File: config.mk
export PLATFORM = sky130hd
export DESIGN_NAME = pipeline_hazard_ctrl
export DESIGN_NICKNAME = d
export VERILOG_FILES = /design/src/rtl/pipe_ctrl_pkg.sv /design/src/rtl/sat_counter.sv /design/src/rtl/pipeline_hazard_ctrl.sv
export SDC_FILE = /design/constraint.sdc
export NUM_CORES = 1
export LEC_CHECK = 0
export CAP_MARGIN = 15
export CORE_AREA = 2 2 70 72
export DETAILED_ROUTE_END_ITERATION = 10
export DIE_AREA = 0 0 72 74
export GPL_TIMING_DRIVEN = 0
export PLACE_DENSITY = 0.88
export SYNTH_ARGS = -nofsm -noshare
export SYNTH_HDL_FRONTEND = slang
export SYNTH_SLANG_ARGS = --single-unit
export TNS_END_PERCENT = 50
File: constraint.sdc
create_clock -name clk -period 2.8 [get_ports clk]
set_clock_uncertainty 0.05 [all_clocks]
set_input_delay 0.28 -clock clk [delete_from_list [all_inputs] [get_ports clk]]
set_output_delay 0.28 -clock clk [all_outputs]
set_load 0.01 [all_outputs]
File: src/rtl/pipe_ctrl_pkg.sv
// rtl/pipe_ctrl_pkg.sv - shared pipeline control state encoding and counter width
package pipe_ctrl_pkg;

  typedef enum logic [1:0] {
    RUN    = 2'd0,
    FLUSH  = 2'd1,
    DRAIN  = 2'd2,
    HALTED = 2'd3
  } state_t;

  localparam int CNT_W  = 16;
  localparam int FCNT_W = 2;
  localparam int DCNT_W = 4;

endpackage

File: src/rtl/sat_counter.sv
// rtl/sat_counter.sv - saturating up counter with synchronous clear
module sat_counter #(
  parameter int W = 16
) (
  input  logic         clk,
  input  logic         rst,
  input  logic         i_clear,
  input  logic         i_inc,
  output logic [W-1:0] o_count
);

  logic [W-1:0] r_count;

  always_ff @(posedge clk or posedge rst) begin
    if (rst) begin
      r_count <= '0;
    end else if (i_clear) begin
      r_count <= '0;
    end else if (i_inc && (r_count != {W{1'b1}})) begin
      r_count <= r_count + W'(1);
    end
  end

  assign o_count = r_count;

endmodule

File: src/rtl/pipeline_hazard_ctrl.sv
// rtl/pipeline_hazard_ctrl.sv - stall/flush/halt sequencer for the 5-stage pipeline
module pipeline_hazard_ctrl
  import pipe_ctrl_pkg::*;
#(
  parameter int REG_W        = 3,
  parameter int FLUSH_EXTRA  = 1,
  parameter int DRAIN_CYCLES = 4
) (
  input  logic             clk,
  input  logic             init,
  input  logic             id_valid,
  input  logic             id_uses_rs,
  input  logic             id_uses_rt,
  input  logic [REG_W-1:0] id_rs_addr,
  input  logic [REG_W-1:0] id_rt_addr,
  input  logic             id_halt,
  input  logic             ex_valid,
  input  logic             ex_mem_read,
  input  logic [REG_W-1:0] ex_rd_addr,
  input  logic             ex_branch,
  input  logic             ex_taken,
  input  logic             mem_busy,
  output logic             pc_write,
  output logic             redirect,
  output logic             if_id_write,
  output logic             if_id_flush,
  output logic             id_ex_flush,
  output logic             back_stall,
  output logic             halt,
  output logic [1:0]       state_o,
  output logic [CNT_W-1:0] stall_cnt,
  output logic [CNT_W-1:0] redir_cnt
);

  localparam logic [FCNT_W-1:0] FLUSH_INIT = FCNT_W'(FLUSH_EXTRA);
  localparam logic [DCNT_W-1:0] DRAIN_INIT = DCNT_W'(DRAIN_CYCLES);
  localparam state_t            AFTER_TB   = (FLUSH_EXTRA > 0) ? FLUSH : RUN;

  state_t             r_state;
  state_t             w_state_nxt;
  logic [FCNT_W-1:0]  r_fcnt;
  logic [FCNT_W-1:0]  w_fcnt_nxt;
  logic [DCNT_W-1:0]  r_dcnt;
  logic [DCNT_W-1:0]  w_dcnt_nxt;
  logic               r_halt;
  logic               w_halt_nxt;
  logic               w_tb;
  logic               w_lu;
  logic               w_hz;
  logic               w_stall_inc;
  logic               w_redir_inc;

  assign w_tb = ex_valid & ex_branch & ex_taken;
  assign w_lu = ex_valid & ex_mem_read & id_valid &
                ((id_uses_rs & (id_rs_addr == ex_rd_addr)) |
                 (id_uses_rt & (id_rt_addr == ex_rd_addr)));
  assign w_hz = id_valid & id_halt;

  always_ff @(posedge clk or posedge init) begin
    if (init) begin
      r_state <= RUN;
      r_fcnt  <= '0;
      r_dcnt  <= '0;
      r_halt  <= 1'b0;
    end else begin
      r_state <= w_state_nxt;
      r_fcnt  <= w_fcnt_nxt;
      r_dcnt  <= w_dcnt_nxt;
      r_halt  <= w_halt_nxt;
    end
  end

  always_comb begin
    w_state_nxt = r_state;
    w_fcnt_nxt  = r_fcnt;
    w_dcnt_nxt  = r_dcnt;
    w_halt_nxt  = r_halt;
    w_stall_inc = 1'b0;
    w_redir_inc = 1'b0;
    case (r_state)
      RUN: begin
        if (w_tb) begin
          w_redir_inc = 1'b1;
          w_state_nxt = AFTER_TB;
          w_fcnt_nxt  = FLUSH_INIT;
        end else if (mem_busy || w_lu) begin
          w_stall_inc = 1'b1;
        end else if (w_hz) begin
          w_state_nxt = DRAIN;
          w_dcnt_nxt  = DRAIN_INIT;
        end
      end
      FLUSH: begin
        // EX only holds a bubble here, so a taken branch cannot be real
        if (!mem_busy) begin
          if (r_fcnt <= FCNT_W'(1)) begin
            w_state_nxt = RUN;
            w_fcnt_nxt  = '0;
          end else begin
            w_fcnt_nxt = r_fcnt - FCNT_W'(1);
          end
        end
      end
      DRAIN: begin
        if (w_tb) begin
          w_redir_inc = 1'b1;
          w_state_nxt = AFTER_TB;
          w_fcnt_nxt  = FLUSH_INIT;
          w_dcnt_nxt  = '0;
        end else if (!mem_busy) begin
          if (r_dcnt <= DCNT_W'(1)) begin
            w_state_nxt = HALTED;
            w_halt_nxt  = 1'b1;
            w_dcnt_nxt  = '0;
          end else begin
            w_dcnt_nxt = r_dcnt - DCNT_W'(1);
          end
        end
      end
      HALTED: begin
        w_state_nxt = HALTED;
      end
      default: begin
        w_state_nxt = RUN;
      end
    endcase
  end

  always_comb begin
    pc_write    = 1'b1;
    if_id_write = 1'b1;
    if_id_flush = 1'b0;
    id_ex_flush = 1'b0;
    redirect    = 1'b0;
    back_stall  = mem_busy;
    if (init) begin
      pc_write    = 1'b0;
      if_id_write = 1'b0;
      if_id_flush = 1'b1;
      id_ex_flush = 1'b1;
      back_stall  = 1'b0;
    end else begin
      case (r_state)
        RUN: begin
          if (w_tb) begin
            redirect    = 1'b1;
            if_id_flush = 1'b1;
            id_ex_flush = 1'b1;
          end else if (mem_busy) begin
            pc_write    = 1'b0;
            if_id_write = 1'b0;
            back_stall  = 1'b1;
          end else if (w_lu) begin
            pc_write    = 1'b0;
            if_id_write = 1'b0;
            id_ex_flush = 1'b1;
          end else if (w_hz) begin
            pc_write    = 1'b0;
            if_id_write = 1'b0;
            if_id_flush = 1'b1;
          end
        end
        FLUSH: begin
          pc_write    = ~mem_busy;
          if_id_flush = 1'b1;
        end
        DRAIN: begin
          if (w_tb) begin
            redirect    = 1'b1;
            if_id_flush = 1'b1;
            id_ex_flush = 1'b1;
          end else begin
            pc_write    = 1'b0;
            if_id_write = 1'b0;
            if_id_flush = 1'b1;
          end
        end
        HALTED: begin
          pc_write    = 1'b0;
          if_id_write = 1'b0;
          if_id_flush = 1'b1;
          id_ex_flush = 1'b1;
          back_stall  = 1'b1;
        end
        default: begin
          pc_write = 1'b1;
        end
      endcase
    end
  end

  assign halt    = r_halt;
  assign state_o = r_state;

  sat_counter #(.W(CNT_W)) u_stall_cnt (
    .clk     (clk),
    .rst     (init),
    .i_clear (1'b0),
    .i_inc   (w_stall_inc),
    .o_count (stall_cnt)
  );

  sat_counter #(.W(CNT_W)) u_redir_cnt (
    .clk     (clk),
    .rst     (init),
    .i_clear (1'b0),
    .i_inc   (w_redir_inc),
    .o_count (redir_cnt)
  );

endmodule

Word-level counts from Yosys, hierarchy flattened

Index checks and enable logic that the tools add are counted.

Logic and storage cells: 101
Output and inout port bits: 41
Register bits after elaboration: 41
Input port bits: 20

Order comparisons: 2
Muxes and demuxes: 49
Bitwise operators: 11
Eq/ne operators: 17
Add/subtract/negate cells: 4
Reduce and logical (&&, ||, !) cells: 12

Operators by type and width:

| operator                | number |
|---|---|
| $add A16 B1 Y16 const B | 2 |
| $ne A16 B16 Y1 const B  | 2 |
| $mux W1                 | 24 |
| $mux W4                 | 6 |
| $mux W2                 | 11 |
| $ne A3 B3 Y1 const B    | 4 |
| $ne A2 B2 Y1 const B    | 5 |
| $and A1 B1 Y1           | 8 |
| $pmux W2 S4             | 1 |
| $pmux W4 S2             | 1 |
| $eq A3 B3 Y1            | 2 |
| $pmux W1 S3             | 2 |
| $reduce_and A6 Y1       | 1 |
| $reduce_and A5 Y1       | 1 |
| $eq A2 B2 Y1 const B    | 2 |
| $le A4 B1 Y1 const B    | 1 |
| $pmux W1 S2             | 2 |
| $pmux W1 S4             | 1 |
| $pmux W2 S2             | 1 |
| $reduce_and A4 Y1       | 1 |
| $reduce_bool A2 Y1      | 2 |
| $sub A4 B1 Y4 const B   | 1 |
| $reduce_and A3 Y1       | 1 |
| $reduce_or A3 Y1        | 1 |
| other kinds (10)        | 12 |

Longest topological paths before layout

Gate-level depths: netlist of the first run.

Word-level depth: 9
Gate-level depth with buffers: 7
Mapped depth without buffers: 6

Hierarchy

Synthesis of the first run repeated with hierarchy kept, for this count alone.

Cells, all modules: 288
Area, all modules: 2602.5 um^2

By module, submodules not included:

| module                     | instances | area an instance (um^2) | cells each | sequential area each (um^2) |
|---|---|---|---|---|
| sat_counter at u_redir_cnt | 1         | 932.1                   | 101        | 400.4 |
| sat_counter at u_stall_cnt | 1         | 922.1                   | 101        | 400.4 |
| pipeline_hazard_ctrl       | 1         | 748.2                   | 86         | 225.2 |

Worst setup path after synthesis of the first run

Ideal clock, no wire load.

Kind: input to output
Start: input port init
End: output port id_ex_flush
Stages on the path: 2
Arrival: 1667 ps
Slack: 803 ps
Path through: inv_1 > o311ai_0

Cells in the longest elaborated chain, start to end: 1

RTL lines:

| item        | line                        | RTL |
|---|---|---|
| from (decl) | pipeline_hazard_ctrl.sv:10  | `input logic init,` |
| $mux W1     | pipeline_hazard_ctrl.sv:136 | `if (init) begin` |
| to (decl)   | pipeline_hazard_ctrl.sv:27  | `output logic id_ex_flush,` |

Every way passes these cells.

Final worst setup path of the first run

Start: input port ex_rd_addr[0]
End: output port if_id_flush

Cells in the longest elaborated chain, start to end: 9
Elaborated cells between the ends (all ways): 11

RTL lines:

| item                                    | line                                                   | RTL |
|---|---|---|
| from (decl)                             | pipeline_hazard_ctrl.sv:19                             | `input logic [REG_W-1:0] ex_rd_addr,` |
| $eq A3 B3 Y1, on equally long branches  | pipeline_hazard_ctrl.sv:55, pipeline_hazard_ctrl.sv:56 |  |
| $and A1 B1 Y1, on equally long branches | pipeline_hazard_ctrl.sv:55, pipeline_hazard_ctrl.sv:56 |  |
| $or A1 B1 Y1 (*)                        | pipeline_hazard_ctrl.sv:55                             | `((id_uses_rs & (id_rs_addr == ex_rd_addr)) \|` |
| $and A1 B1 Y1 (*)                       | pipeline_hazard_ctrl.sv:54                             | `assign w_lu = ex_valid & ex_mem_read & id_valid &` |
| $mux W1 (*)                             | pipeline_hazard_ctrl.sv:153                            | `end else if (w_lu) begin` |
| $mux W1 (*)                             | pipeline_hazard_ctrl.sv:149                            | `end else if (mem_busy) begin` |
| $mux W1 (*)                             | pipeline_hazard_ctrl.sv:145                            | `if (w_tb) begin` |
| $pmux W1 S2 (*)                         | pipeline_hazard_ctrl.sv:143                            | `case (r_state)` |
| $mux W1 (*)                             | pipeline_hazard_ctrl.sv:136                            |  |
| to (decl)                               | pipeline_hazard_ctrl.sv:26                             | `output logic if_id_flush,` |

Mark *: on every way between the ends. The rest lies on a longest branch, timed or not.

==> results.md, run 1 <==
- Main combinational cell family by area after synthesis: simple AND/OR/NAND/NOR gates
- Power Dens Cells: 688 nW/µm²
- RSZ-0062 raised after global routing: false
- Type of the worst min-delay path: in -> async
- Area share of fa/ha/maj cells after synthesis: 2.19%
- Initial antenna violation count: 0
- Fmax: 377 MHz
- Post-synth ARST share: 100%
- Critical path data required time: between 2000 and 2500 ps
- Cts bufs inserted: 5
- Total number of vias: 2048
- Die width: between 70 and 80 µm
- Internal power: 1390 µW
- Sequential Power Share: 40.9%
- Final Core Density: 66.8%
- Clock power share: 23.8%
- Dominant synthesized flop cell: dfrtp_1
- Mean Syn Cell Area: 9.96 µm²
- Vias per cell: approximately 6
- Flops & latches, synth: 41
- Fin worst setup slack: 149 ps
- Period Utilization, post-route: 94.7%
- Syn Nets: around 250
- Overall Global Routing Usage: 21.3%
- Worst Path Max Fanout: 3
- Filler cell count in the final layout: between 300 and 400
- Final hold violation count: 0
- Largest net degree at the start of global routing: 45
- ANT nets after route: 0
- Routed length per instance: 15.3 µm
- Commonest non-fill, non-tap cells in the layout: clkdlybuf4s50_1 (59), dfrtp_1 (41), xnor2_1 (27)
- Die H: 74 µm
- Final HPWL from detailed placement: approximately 3.9 mm
- IO buf count: 59
- Status: finished, final reports clean
- Type of origin of the critical path: primary input
- Num rows: 25
- TritonCTS clock tree: built
- Nets: 320
- CTS H-Tree Depth: 2
- Pins Over Slew Limit: 0
- Yosys cell types: 48
- LEAKAGE: 0.00122 µW
- Clk buf depth: 2
- Worst Setup End Kind: primary output
- Normalized max-slew margin: about 53%
- Initial Util: about half
- DIE AREA: ~5300 µm²
- Clk pin slew, worst setup/hold paths: roughly 80 ps
- Comb power frac: between 30% and 40%
- Post-synthesis compound-gate area fraction: 12.0%
- Crit path launch: ex_rd_addr[0]
- Max-Cap Viols: 0
- Io pins: 61
- Final Non-Filler Cells: approximately 350
- Setup-failing EPs final: 0
- R2R cell count: 6
- First-pass GRT wire length: between 8 and 9 mm
- Period minus WS final: 2650 ps
- Final GP Congestion: approximately 0.87
- Post-Syn Instances: 230
- DRT Pass-1 Iters: 4
- Diodes inserted: 0
- Post-Synth Simple-Gate Area: 23.8%
- # DRC: 0
- Iter 0 DRT Violations: 120
- Later-pin clock latency in the skew report: between 200 and 300 ps
- Synth warn: 0
- Hold buffer count at CTS: 0
- Root Driver: clkbuf_8
- Area Overhead vs Synth: 34.2%
- Final WL: 5.37 mm
- Multi-input logic area: between 1000 and 1500 µm²
- FF/Latch Area: 1030 µm²
- Number of enable flip-flop cells after synthesis: 0
- Commonest non-fill, non-tap cell in the layout: clkdlybuf4s50_1
- Least-Margin Pin Slew: about 700 ps
- Share of cells above drive strength 1: about 9.8%
- Sink Count: 41
- Sw frac: 34.4%
- Mux contribution to synthesized area: under 10%
- Share of the yosys chip area belonging to registers: 44.8%
- Xor/xnor share of the synthesized area: 12.2%
- Critical path class: in -> out
- Net Switching: 728 µW
- Core area: 4600 µm²
- Vias in the first global route: ~1900
- Cell Area, Synth: between 2000 and 2500 µm²
- FF-to-FF Start: u_redir_cnt.o_count[0]$_DFFE_PP0P_
- Number of placed instances, taps included: 343
- Dpl ws: 125 ps
- Total grt overflow: 0
- VDD IR-drop max: 0.000457 V
- Critical path arrival: roughly 2300 ps
-- metrics by stage --
step / area, µm² / hold WS [ps] / TNS (ps) / total power [µW]
after detailed placement: 2950 / 411 / 0 / 1620
after floorplan: 2290 / 453 / 0 / 1280
final: 3070 / 397 / 0 / 2110
after global routing: 3070 / 459 / 0 / 2240
after CTS: 3060 / 438 / 0 / 2120
after global placement: 2950 / 412 / -1150 / 1580
-- critical path, stage by stage --
cell and delay [ps]:
clkdlybuf4s50_1 450, xnor2_1 140, and4_1 230, o21a_1 230, or3_1 340, nand4_1 90, clkdlybuf4s50_1 560
-- power groups by stage --
| stage | Combinational, µW | Sequential [µW] | Clock [µW] |
|---|---|---|---|
| finish | 747 | 865 | 503 |
| global route | 824 | 889 | 528 |
| CTS | 748 | 863 | 505 |
| detailed placement | 743 | 873 | 0 |
| global placement | 718 | 864 | 0 |
| floorplan | 400 | 876 | 0 |
-- synthesized netlist by cell type, drive strengths merged (4+ instances only) --
| cell type | count | share of area [%] |
|---|---|---|
| nor2 | 14 | 2.3 |
| inv | 6 | 0.98 |
| a21oi | 9 | 2.1 |
| buf | 6 | 1.9 |
| nor4 | 4 | 1.4 |
| and4 | 6 | 2.5 |
| nor3 | 13 | 2.8 |
| and3 | 7 | 1.9 |
| xnor2 | 27 | 10 |
| nand3 | 14 | 3.1 |
| xor2 | 5 | 1.9 |
| a31oi | 4 | 1.1 |
| dfrtp | 41 | 45 |
| nand2 | 12 | 2.0 |
| clkbuf | 4 | 0.66 |
| nand4 | 16 | 4.4 |
| ha | 4 | 2.2 |
-- final timing paths --
path                                                        to  slack, ps
min reg2reg                                   halt$_DFFE_PP0P_        430
min                         u_redir_cnt.o_count[1]$_DFFE_PP0P_        400
max in group asynchronous   u_stall_cnt.o_count[6]$_DFFE_PP0P_       1940
max                                                if_id_flush        150
min in group clk                              halt$_DFFE_PP0P_        430
max reg2reg                u_redir_cnt.o_count[14]$_DFFE_PP0P_        770
-- state kept, by name, indices dropped and copies added, names as in the netlist --
name / flops
halt: 1
r_dcnt: 4
r_fcnt: 2
state_o: 2
u_redir_cnt.o_count: 16
u_stall_cnt.o_count: 16
-- final cells by class --
| cell class | instances | share of cell area, % |
|---|---|---|
| Buffer | 10 | 1.87 |
| Clock buffer | 7 | 2.81 |
| Clock inverter | 1 | 0.977 |
| Inverter | 6 | 0.814 |
| Multi-Input combinational cell | 173 | 38.7 |
| Sequential cell | 41 | 33.4 |
| Tap cell | 54 | 2.20 |
| Timing Repair Buffer | 59 | 19.2 |
-- cells by family (layout without fill, tap and decap cells) --
logic type               Yosys count  in the layout
AO/OA/AOI/OAI                     36             36
XOR/XNOR                          32             32
adder cells (fa/ha/maj)            4              4
buffers and inverters             16             83
flip-flops                        41             41
multiplexers                       3              3
AND/OR/NAND/NOR                   98             98
-- per-layer routing --
layer | global-route usage, % | up-vias | share of wire, %
met2 | 36.6 | 62 | 50
li1 | - | 986 | -
met1 | 27.8 | 996 | 44
met4 | 5.03 | 0 | 1.0
met5 | 0 | - | 0
met3 | 4.61 | 4 | 5.0
-- what timing repair did --
item | 4_1_cts | 5_1_grt
setup endpoints to repair | 0 | 2
gates resized for setup | 0 | 4
setup buffers | 0 | 0
Power figures use the tool's default switching activity.
==> run 2: changes to the inputs <==
--- a/config.mk
+++ b/config.mk
@@ -10,6 +10,7 @@
 export DETAILED_ROUTE_END_ITERATION = 10
 export DIE_AREA = 0 0 72 74
 export GPL_TIMING_DRIVEN = 0
+export MAX_ROUTING_LAYER = met4
 export PLACE_DENSITY = 0.88
 export SYNTH_ARGS = -nofsm -noshare
 export SYNTH_HDL_FRONTEND = slang
==> results.md, run 2 (synthesized netlist as in run 1, its figures left out) <==
- Clock power share: 23.7% (about the same)
- Fmax: 376 MHz (-0.20%)
- Dpl ws: 125 ps (unchanged)
- Clk buf depth: 2 (unchanged)
- CTS H-Tree Depth: 2 (unchanged)
- Core area: 4600 µm² (unchanged)
- Critical path data required time: 2470 ps (about the same)
- Type of the worst min-delay path: in -> async
- Initial antenna violation count: 0 (unchanged)
- IO buf count: 59 (unchanged)
- Share of cells above drive strength 1: 9.76% (unchanged)
- RR Endpoint: u_redir_cnt.o_count[14]$_DFFE_PP0P_
- Power Dens Cells: 688 nW/µm² (about the same)
- Initial Util: 49.8% (unchanged)
- Clk pin slew, worst setup/hold paths: 80 ps (about the same)
- TritonCTS clock tree: built
- FF-to-FF Start: u_redir_cnt.o_count[0]$_DFFE_PP0P_
- Cts bufs inserted: 5 (unchanged)
- DIE AREA: 5330 µm² (unchanged)
- Final GP Congestion: 0.884 (+1.6%)
- RSZ-0062 raised after global routing: false
- # DRC: 0 (unchanged)
- Hold WS: 404 ps (+6.91 ps)
- Later-pin clock latency in the skew report: 290 ps (about the same)
- Final HPWL from detailed placement: 3.89 mm (unchanged)
- Nets: 320 (unchanged)
- Vias in the first global route: 1913 (+0.26%)
- Routed length per instance: 15.4 µm (+0.37%)
- Period minus WS final: 2660 ps (+5.27 ps)
- Num rows: 25 (unchanged)
- Status: finished, final reports clean
- Max-Cap Viols: 0 (unchanged)
- Internal power: 1390 µW (about the same)
- Vias per cell: 5.81 (-0.49%)
- Overall Global Routing Usage: 21.8% (+0.57 points)
- Critical path arrival: 2330 ps (about the same)
- Die H: 74 µm (unchanged)
- Diodes inserted: 0 (unchanged)
- Fin worst setup slack: 144 ps (-5.28 ps)
- VDD IR-drop max: 0.000455 V (-0.46%)
- LEAKAGE: 0.00122 µW (unchanged)
- Root Driver: clkbuf_8
- Setup crit end: if_id_flush
- Sw frac: 34.4% (about the same)
- Commonest non-fill, non-tap cell in the layout: clkdlybuf4s50_1
- Final hold violation count: 0 (unchanged)
- Net Switching: 727 µW (about the same)
- Comb power frac: 35.3% (about the same)
- Final Core Density: 66.8% (unchanged)
- Filler cell count in the final layout: 348 (unchanged)
- Critical path class: in -> out
- Final setup TNS: 0 ps (unchanged)
- R2R cell count: 6 (unchanged)
- Final WL: 5.39 mm (+0.37%)
- DRT Pass-1 Iters: 4 (unchanged)
- Setup-failing EPs final: 0 (unchanged)
- Largest net degree at the start of global routing: 45 (unchanged)
- First-pass GRT wire length: 8.83 mm (-0.23%)
- Die width: 72 µm (unchanged)
- Reg2reg setup slack: 770 ps (about the same)
- Iter 0 DRT Violations: 123 (+2.5%)
- Area Overhead vs Synth: 34.2% (unchanged)
- ANT nets after route: 0 (unchanged)
- Type of origin of the critical path: primary input
- Worst Path Max Fanout: 3 (unchanged)
- Normalized max-slew margin: 53.2% (-0.16 points)
- Pins Over Slew Limit: 0 (unchanged)
- Total grt overflow: 0 (unchanged)
- Sequential Power Share: 41.0% (about the same)
- Commonest non-fill, non-tap cells in the layout: clkdlybuf4s50_1 (59), dfrtp_1 (41), xnor2_1 (27)
- Period Utilization, post-route: 94.9% (+0.19 points)
- Least-Margin Pin Slew: 694 ps (+2.42 ps)
- Io pins: 61 (unchanged)
- Crit path launch: ex_rd_addr[0]
- Sink Count: 41 (unchanged)
- Total number of vias: 2038 (-0.49%)
- Worst Setup End Kind: primary output
==> run 2: per-layer routing <==
layer	vias to the layer above	part of all wire, %	track usage [%]	wire length [µm]
met4	0	0.91	5.03	49
met5	-	0	-	0
met3	4	4.8	4.61	261
li1	982	-	-	-
met1	994	43	27.3	2340
met2	58	51	36.7	2740
==> run 2: stage by stage <==
stage	cells	power (µW)	instance area [µm²]
floorplan	230	1280	2290
global placement	343	1580	2950
detailed placement	343	1620	2950
CTS	351	2120	3060
global route	351	2240	3070
finish	351	2110	3070
==> run 2: final cells by class <==
class	instances	area [µm²]	area share, %
clock inverter	1	30.0	0.977
inverter	6	25.0	0.814
multi-input combinational	173	1190	38.7
clock buffer	7	86.3	2.81
buffer	10	57.6	1.87
sequential	41	1030	33.4
tap	54	67.6	2.20
timing repair buffer	59	591	19.2
==> run 2: worst min path at each step <==
stage                                          to             startpoint  slack, ps  cells after the start
3_5_place_dp                     halt$_DFFE_PP0P_       halt$_DFFE_PP0P_        410                      1
4_1_cts                          halt$_DFFE_PP0P_       halt$_DFFE_PP0P_        440                      1
5_1_grt                          halt$_DFFE_PP0P_       halt$_DFFE_PP0P_        460                      1
6_report       u_redir_cnt.o_count[1]$_DFFE_PP0P_                   init        400                      2
2_1_floorplan               r_dcnt[1]$_DFFE_PP0P_  r_dcnt[1]$_DFFE_PP0P_        450                      1
3_3_place_gp                     halt$_DFFE_PP0P_       halt$_DFFE_PP0P_        410                      1
==> run 2: power by group through the flow <==
stage	Combinational (µW)	Sequential (µW)	Clock (µW)
global route	823	888	528
floorplan	400	876	0
global placement	718	864	0
finish	747	866	501
CTS	748	863	505
detailed placement	743	873	0
==> run 2: repair_timing <==
item,CTS,global route
hold buffers,0,0
buffers inserted,0,0
gates resized for setup,0,4
endpoints found under the setup margin,0,2
==> run 2: worst max-delay path, cell delays in order <==
cell and delay (ps):
clkdlybuf4s50_1 450, xnor2_1 140, and4_1 230, o21a_1 230, or3_1 340, nand4_1 90
clkdlybuf4s50_1 560
==> run 3: changes to the inputs <==
--- a/config.mk
+++ b/config.mk
@@ -12,7 +12,9 @@
 export GPL_TIMING_DRIVEN = 0
 export MAX_ROUTING_LAYER = met4
 export PLACE_DENSITY = 0.88
+export RECOVER_POWER = 100
+export SLEW_MARGIN = 20
 export SYNTH_ARGS = -nofsm -noshare
 export SYNTH_HDL_FRONTEND = slang
 export SYNTH_SLANG_ARGS = --single-unit
-export TNS_END_PERCENT = 50
+export TNS_END_PERCENT = 1
==> results.md, run 3 (synthesized netlist as in run 1, its figures left out) <==
- Status: finished, final reports clean
- DRT Pass-1 Iters: 4 (unchanged)
- Routed length per instance: 15.0 µm (-2.3%)
- Later-pin clock latency in the skew report: 300 ps (about the same)
- Core area: 4600 µm² (unchanged)
- Nets: 321 (+0.31%)
- Worst Setup End Kind: primary output
- Die H: 74 µm (unchanged)
- Iter 0 DRT Violations: 101 (-18%)
- FF-to-FF Start: u_redir_cnt.o_count[9]$_DFFE_PP0P_
- Clk pin slew, worst setup/hold paths: 80 ps (about the same)
- GR Util met3: 4.07% (-0.54 points)
- # DRC: 0 (unchanged)
- Least-Margin Pin Slew: 993 ps (+300 ps)
- Commonest non-fill, non-tap cells in the layout: dfrtp_1 (41), dlygate4sd3_1 (39), xnor2_1 (27)
- Worst hold endpoint: halt$_DFFE_PP0P_
- Diodes inserted: 0 (unchanged)
- Num rows: 25 (unchanged)
- Sink Count: 41 (unchanged)
- Final GP Congestion: 0.884 (unchanged)
- Fin worst setup slack: 90.5 ps (-53.2 ps)
- Fmax: 369 MHz (-2.0%)
- Met2 Resource Use GR: 36.7% (unchanged)
- Total grt overflow: 0 (unchanged)
- R2R cell count: 6 (unchanged)
- VDD IR-drop max: 0.000370 V (-19%)
- Max-Cap Viols: 0 (unchanged)
- Root Driver: clkbuf_8
- IO buf count: 59 (unchanged)
- Final HPWL from detailed placement: 3.98 mm (+2.4%)
- Multi-input logic area: 1160 µm² (-2.8%)
- FF/Latch Area: 1030 µm² (unchanged)
- Filler cell count in the final layout: 369 (+6.0%)
- Vias per cell: 5.82 (+0.16%)
- Placement Cell Area: 2970 µm² (+0.68%)
- RR Endpoint: u_redir_cnt.o_count[11]$_DFFE_PP0P_
- Final WL: 5.28 mm (-2.0%)
- Overall Global Routing Usage: 22.2% (+0.33 points)
- Total number of vias: 2047 (+0.44%)
- Die width: 72 µm (unchanged)
- Number of placed instances, taps included: 344 (+0.29%)
- Final Non-Filler Cells: 352 (+0.28%)
- Post-CTS Setup Bufs: 0 (unchanged)
- Post-route cell area: 3020 µm² (-1.8%)
- Vias in the first global route: 2017 (+5.4%)
- Final setup TNS: 0 ps (unchanged)
- Clk buf depth: 2 (unchanged)
- Period minus WS final: 2710 ps (+53.2 ps)
- Io pins: 61 (unchanged)
- Initial Util: 49.8% (unchanged)
- Period Utilization, post-route: 96.8% (+1.9 points)
- DIE AREA: 5330 µm² (unchanged)
- Hold Startpoint: halt$_DFFE_PP0P_
- Type of the worst min-delay path: reg -> reg
- Critical path class: in -> out
- Hold buffer count at CTS: 0 (unchanged)
- Normalized max-slew margin: 33.6% (-20 points)
- GRT met1 Usage: 27.6% (+0.26 points)
- Setup-failing EPs final: 0 (unchanged)
- Share of cells above drive strength 1: 7.72% (-2.0 points)
- Area Overhead vs Synth: 31.9%
- Largest net degree at the start of global routing: 34 (-24%)
- Commonest non-fill, non-tap cell in the layout: dfrtp_1
- LEAKAGE: 0.00130 µW (+7.0%)
- Global route hottest layer: met2
- Dpl ws: 127 ps (+1.66 ps)
- Cts bufs inserted: 5 (unchanged)
- Initial antenna violation count: 0 (unchanged)
- CTS H-Tree Depth: 2 (unchanged)
- RSZ-0062 raised after global routing: false
- Critical path arrival: 2380 ps (+50 ps)
- Final hold violation count: 0 (unchanged)
- Critical path data required time: 2470 ps (about the same)
- ANT nets after route: 0 (unchanged)
- Type of origin of the critical path: primary input
- First-pass GRT wire length: 9.06 mm (+2.6%)
- Pins Over Slew Limit: 0 (unchanged)
- Power Dens Cells: 650 nW/µm² (-5.5%)
- TritonCTS clock tree: built
- Hold Path Cell Cnt: 1
- Reg2reg setup slack: 250 ps (-520 ps)
- Worst Path Max Fanout: 3 (unchanged)
-- run 3: cell count changes in the layout (fill, tap and decap cells not counted), sizes merged --
| cell | change |
|---|---|
| clkdlybuf4s50 | -39 |
| dlygate4sd3 | +39 |
| clkinv | +2 |
| buf | -1 |
| bufinv | -1 |
| clkinvlp | +1 |
-- run 3: what timing repair did --
item	in CTS	in global routing
setup endpoints to repair	0	2
resized for setup	0	1
endpoints found under the hold margin	0	0
-- run 3: cell type report --
| class | count | area share, % |
|---|---|---|
| inverters | 6 | 0.746 |
| well taps | 54 | 2.24 |
| plain buffers | 10 | 1.66 |
| clock inverters | 3 | 0.580 |
| multi-input cells | 173 | 38.3 |
| repair buffers | 60 | 20.2 |
| flip-flops and latches | 41 | 34.0 |
| clock buffers | 5 | 2.28 |
-- run 3: worst max-delay path by stage --
stage                       start          end  slack, ps
floorplan                    init  id_ex_flush        800
global placement             init  id_ex_flush       -540
detailed placement  ex_rd_addr[0]     pc_write        130
CTS                 ex_rd_addr[0]     pc_write        110
global route        ex_rd_addr[0]  if_id_flush         30
finish              ex_rd_addr[0]  if_id_flush         90
-- run 3: through the flow --
step / util (%) / power [µW] / hold WS [ps]
2_1_floorplan: - / 1280 / 453
4_1_cts: 66.4 / 2010 / 263
5_1_grt: 65.7 / 2090 / 455
3_3_place_gp: 64.1 / 1580 / 412
6_report: 65.7 / 1960 / 428
3_5_place_dp: 64.5 / 1620 / 415
-- run 3: where the power goes --
part / switching [µW] / total, µW / internal, µW
logic: 351 / 709 / 358
clock network: 219 / 391 / 172
registers: 157 / 862 / 705
-- run 3: critical path, cell delays in order --
cell and delay (ps):
clkdlybuf4s50_1 460, xnor2_1 140, and4_1 230, o21a_1 220
or3_1 340, nand4_1 90, dlygate4sd3_1 620
-- run 3: per-layer routing --
layer  vias up  share of wire [%]
met2        71                 50
li1        982                  -
met4         0                1.4
met3         7                4.8
met5         -                  0
met1       987                 44
